### src/rtl/imem_loader.sv
// Instruction-memory port owner: passes fetch accesses through in run mode and
// writes a UART-delivered program (16-bit word count, then MSB-first words) in load mode.
module imem_loader #(
   parameter int unsigned ADDR_W    = 14,
   parameter int unsigned MAX_WORDS = 16384
) (
   input  logic              clock,
   input  logic              reset,
   input  logic              load_mode,
   input  logic [7:0]        rx_data,
   input  logic              rx_valid,
   input  logic [ADDR_W-1:0] fetch_addr,
   output logic [31:0]       instruction_o,
   output logic [ADDR_W-1:0] mem_addr,
   output logic [31:0]       mem_wdata,
   output logic              mem_we,
   input  logic [31:0]       mem_rdata,
   output logic              cpu_rst,
   output logic              load_done,
   output logic              load_error
);

   localparam int unsigned LEN_W = 16;

   typedef enum logic [2:0] {
      S_RUN,
      S_LEN_HI,
      S_LEN_LO,
      S_DATA,
      S_DONE,
      S_ERR
   } state_t;

   state_t             state;
   logic [ADDR_W-1:0]  word_addr;
   logic [1:0]         byte_idx;
   logic [LEN_W-1:0]   len;
   logic [23:0]        asm_q;
   logic               load_mode_q;
   logic               load_rise;
   logic [LEN_W-1:0]   len_next;
   logic               last_word;

   assign load_rise = load_mode & ~load_mode_q;
   assign len_next  = {len[15:8], rx_data};
   assign last_word = (32'(word_addr) + 32'd1) == 32'(len);

   // Memory port mux: fetch owns the address only while running
   always_comb begin
      mem_addr      = word_addr;
      instruction_o = 32'h0000_0000;
      if (state == S_RUN) begin
         mem_addr      = fetch_addr;
         instruction_o = mem_rdata;
      end
   end

   assign cpu_rst = reset | (state != S_RUN);

   always_ff @(posedge clock or posedge reset) begin
      if (reset) begin
         state       <= S_RUN;
         word_addr   <= '0;
         byte_idx    <= '0;
         len         <= '0;
         asm_q       <= '0;
         mem_we      <= 1'b0;
         mem_wdata   <= '0;
         load_done   <= 1'b0;
         load_error  <= 1'b0;
         load_mode_q <= 1'b0;
      end else begin
         load_mode_q <= load_mode;
         mem_we      <= 1'b0;
         // Address advances as the one-cycle write retires
         if (mem_we) begin
            word_addr <= word_addr + ADDR_W'(1);
         end

         case (state)
            S_RUN: begin
               if (load_rise) begin
                  state      <= S_LEN_HI;
                  word_addr  <= '0;
                  byte_idx   <= '0;
                  len        <= '0;
                  load_done  <= 1'b0;
                  load_error <= 1'b0;
               end
            end

            S_LEN_HI: begin
               if (!load_mode) begin
                  state      <= S_ERR;
                  load_error <= 1'b1;
               end else if (rx_valid) begin
                  len[15:8] <= rx_data;
                  state     <= S_LEN_LO;
               end
            end

            S_LEN_LO: begin
               if (!load_mode) begin
                  state      <= S_ERR;
                  load_error <= 1'b1;
               end else if (rx_valid) begin
                  len <= len_next;
                  if (len_next == '0 || 32'(len_next) > MAX_WORDS) begin
                     state      <= S_ERR;
                     load_error <= 1'b1;
                  end else begin
                     state <= S_DATA;
                  end
               end
            end

            S_DATA: begin
               if (!load_mode) begin
                  state      <= S_ERR;
                  load_error <= 1'b1;
               end else begin
                  // Assembly and write registers are separate so a byte in the write cycle is kept
                  if (rx_valid) begin
                     asm_q    <= {asm_q[15:0], rx_data};
                     byte_idx <= byte_idx + 2'd1;
                     if (byte_idx == 2'd3) begin
                        mem_we    <= 1'b1;
                        mem_wdata <= {asm_q, rx_data};
                     end
                  end
                  if (mem_we && last_word) begin
                     state     <= S_DONE;
                     load_done <= 1'b1;
                  end
               end
            end

            S_DONE: begin
               if (!load_mode) begin
                  state     <= S_RUN;
                  load_done <= 1'b0;
               end
            end

            S_ERR: begin
               if (load_rise) begin
                  state      <= S_LEN_HI;
                  word_addr  <= '0;
                  byte_idx   <= '0;
                  len        <= '0;
                  load_done  <= 1'b0;
                  load_error <= 1'b0;
               end
            end

            default: state <= S_RUN;
         endcase
      end
   end

endmodule

### config.mk
export PLATFORM = sky130hd
export DESIGN_NAME = imem_loader
export DESIGN_NICKNAME = d
export VERILOG_FILES = /design/src/rtl/imem_loader.sv
export SDC_FILE = /design/constraint.sdc
export NUM_CORES = 1
export LEC_CHECK = 0
export ABC_AREA = 1
export CORE_AREA = 2 2 144 132
export CTS_BUF_LIST = sky130_fd_sc_hd__clkbuf_8
export DETAILED_ROUTE_END_ITERATION = 16
export DIE_AREA = 0 0 146 134
export GPL_ROUTABILITY_DRIVEN = 1
export SLEW_MARGIN = 20
export SYNTH_ARGS = -nofsm -noshare
export SYNTH_HDL_FRONTEND = slang
export SYNTH_SLANG_ARGS = --single-unit
export TNS_END_PERCENT = 1
### constraint.sdc
create_clock -name clock -period 3.2 [get_ports clock]
set_input_delay 0.32 -clock clock [delete_from_list [all_inputs] [get_ports clock]]
set_output_delay 0.32 -clock clock [all_outputs]
set_load 0.1 [all_outputs]
==> metrics.md <==
| Metric | Value |
|---|---|
| Worst Tran Pin Value | 987 ps |
| Top sig layer | met4 |
| Netlist Area Pre-Place | 5010 um2 |
| CORE AREA | 18100 um2 |
| Die height | 134 um |
| Remaining antenna violation count after routing | 0 |
| Comb power frac | 53.1% |
| I/O pin count | 140 |
| Switch Pwr | 3.01 mW |
| GPL Wtd Cong | 0.812 |
| Power Dens Cells | 824 nW/um2 |
| GR Util All Layers | 14.2% |
| Clk root buf | clkbuf_8 |
| CTS Buf Count | 9 |
| CP max FO | 35 |
| Max Cap Violations | 0 |
| CP Launch Type | register |
| Leak | 3.29 nW |
| Setup violations, final | 0 |
| Area contributors post-synth | dfrtp_1 47%, nand2_1 15%, inv_1 7.0% |
| Routed wire per std cell | 12.8 um |
| CTS tree | done |
| H-Tree Depth | 3 |
| DP Area | 6530 um2 |
| Met3 routed WL | 607 um |
| Sw frac | 54.0% |
| Port Buffer Count | 139 |
| Post-CTS resize count | 0 |
| Ant diodes | 0 |
| Most frequent cell after synthesis | nand2_1 |
| Antenna violations before repair | 0 |
| GRT overflow | 0 |
| Slew Viols, Final | 0 |
| Clk slew on worst S/H paths | 110 ps |
| Register area share after synthesis | 47.5% |
| CP endpoint kind | output pin |
| Die Wd | 146 um |
| Vias after detailed routing | 4553 |
| Clock period minus worst slack | 2350 ps |
| Post-synth top area share | 47.5% |
| Worst Path Required | 2880 ps |
| Outcome | finished clean |
| Cell Chain, Critical Path | nor2_1, inv_2, nor2_4, inv_2, nand2_1, nand2_1, buf_4 |
| Sequential share of power | 31.0% |
| Post-synthesis area per instance | 7.33 um2 |
| Layout net count | 873 |
| Worst Hold Class | in2async |
| DP Wirelength | 10000 um |
| Maximum vdd drop | 0.312 mV |
| Crit path DAT | 2030 ps |
| Crit share post-route | 73.5% |
| DRT iter0 DRCs | 310 |
| Final instance area | 6760 um2 |
| Max incr delay on CP | 450 ps |
| Max transition margin | 34.0% |
| Row cnt | 47 |
| Die Area | 19600 um2 |
| DR DRC count | 0 |
| Final hold viol count | 0 |
| Slowest-stage cell, CP | inv_2 |
| WL met1 | 6800 um |
| Cells after Synth | 683 |
| Pre-Repair DR Iteration Count | 4 |
| Top cells by count, synth | 200 x nand2_1, 95 x dfrtp_1, 94 x inv_1 |
| First-pass GRT wire length | 22500 um |
| Yosys cell types | 37 |
| Post-Synthesis Net Count | 743 |
| Synth warn | 0 |
| Largest net degree at the start of global routing | 96 |
| Vias in the first global route | 4237 |
| Register bit total from synthesis | 95 |
| Leading area contributor after synthesis | dfrtp_1 |
| P_int | 2.56 mW |
| Hold Buf Count CTS | 0 |
| Filler cells | 1890 |
| Setup CP Type | reg2out |
| EDFF count, synth | 0 |
| Post-synth top flop | dfrtp_1 |
| Asr flop ratio synth | 100% |
| Fmax | 0.425 GHz |
| Worst skew pair latency | 380 ps |
| CTS sink cnt | 95 |
| RSZ-0062 raised after global routing | false |
| Starting Density | 27.6% |
| Post-DR vias/cell | 4.28 |
| Fin util | 37.3% |
| Clock share of power | 15.9% |
| Setup bufs post-CTS | 0 |
| WL final | 13600 um |
| Skew final | 8.82 ps |
| Clock buffer depth | 2 |
| Layout area overhead | 35.0% |
| Layout cells sized above 1 | 12.7% |
| Met2 wire len | 6020 um |
worst paths after layout:
check | end | cells after the start | startpoint | slack (ps)
worst max register to register | len[11] | 11 | state[1] | 900
worst max-delay path | mem_addr[9] | 7 | state[1] | 850
max in group asynchronous | mem_wdata[10] | 3 | reset | 2330
worst min-delay path | word_addr[11] | 3 | reset | 450
worst min register to register | asm_q[18] | 2 | asm_q[10] | 490
min in group clock | asm_q[18] | 2 | asm_q[10] | 490
final cells by class:
cell class                      count  area, um2  area share (%)
Timing Repair Buffer              144       1330            19.7
Clock buffer                        9        124            1.83
Clock inverter                      7        101            1.50
Sequential cell                    95       2380            35.2
Multi-Input combinational cell    458       2120            31.4
Inverter                          105        398            5.89
Tap cell                          245        307            4.54
kinds of logic after synthesis:
kind of cell | count (synthesis) | share of synthesized area [%]
and+or+nand+nor | 339 | 29.2
buffers and inverters | 130 | 10.2
AOI/OAI and AO/OA | 115 | 12.3
DFF | 95 | 47.5
adders and majority gates | 2 | 0.500
xor gates and xnor gates | 1 | 0.175
muxes | 1 | 0.200
metal layers:
| metal | up-vias | track usage [%] |
|---|---|---|
| met5 | - | 0 |
| met4 | 0 | 3.99 |
| met3 | 12 | 3.23 |
| met2 | 97 | 21.4 |
| met1 | 2037 | 20.5 |
| li1 | 2407 | - |
flip-flops by register name (all words and copies together), names as in the netlist, 2 cells and up:
| signal | flops |
|---|---|
| byte_idx | 2 |
| state | 3 |
| mem_wdata | 32 |
| asm_q | 24 |
| word_addr | 14 |
| len | 16 |
critical path: cells and delay by family, from the launching register on:
| kind | cells | cell delay [ps] |
|---|---|---|
| flops | 1 | 440 |
| buf+inv | 3 | 820 |
| simple gates | 4 | 380 |
stage by stage:
stage / worst slack, ps / power (mW) / TNS, ps / instances / hold WS (ps)
6_report: 849 / 5.57 / 0 / 1063 / 452
2_1_floorplan: -10.7 / 4.06 / -70.5 / 683 / 351
5_1_grt: 621 / 5.93 / 0 / 1063 / 512
3_3_place_gp: 872 / 4.70 / 0 / 1047 / 463
3_5_place_dp: 924 / 4.71 / 0 / 1047 / 466
4_1_cts: 820 / 5.61 / 0 / 1063 / 495
cells in the final DEF (no fill, tap or decap), types with 12 or more instances in the layout:
cell type	instances
o21ai_1	25
nor2_1	66
clkdlybuf4s50_1	90
nand3_1	35
dfrtp_1	95
nand2_1	200
inv_1	93
o21ai_0	64
a21oi_1	12
buf_4	52
power by group through the flow:
stage | logic, mW | clock network [mW] | registers (mW)
2_1_floorplan | 2.25 | 0 | 1.80
3_3_place_gp | 2.96 | 0 | 1.75
3_5_place_dp | 2.96 | 0 | 1.75
4_1_cts | 2.97 | 0.917 | 1.72
5_1_grt | 3.19 | 0.975 | 1.77
6_report | 2.95 | 0.887 | 1.72
(Power assumes the default switching activity.)
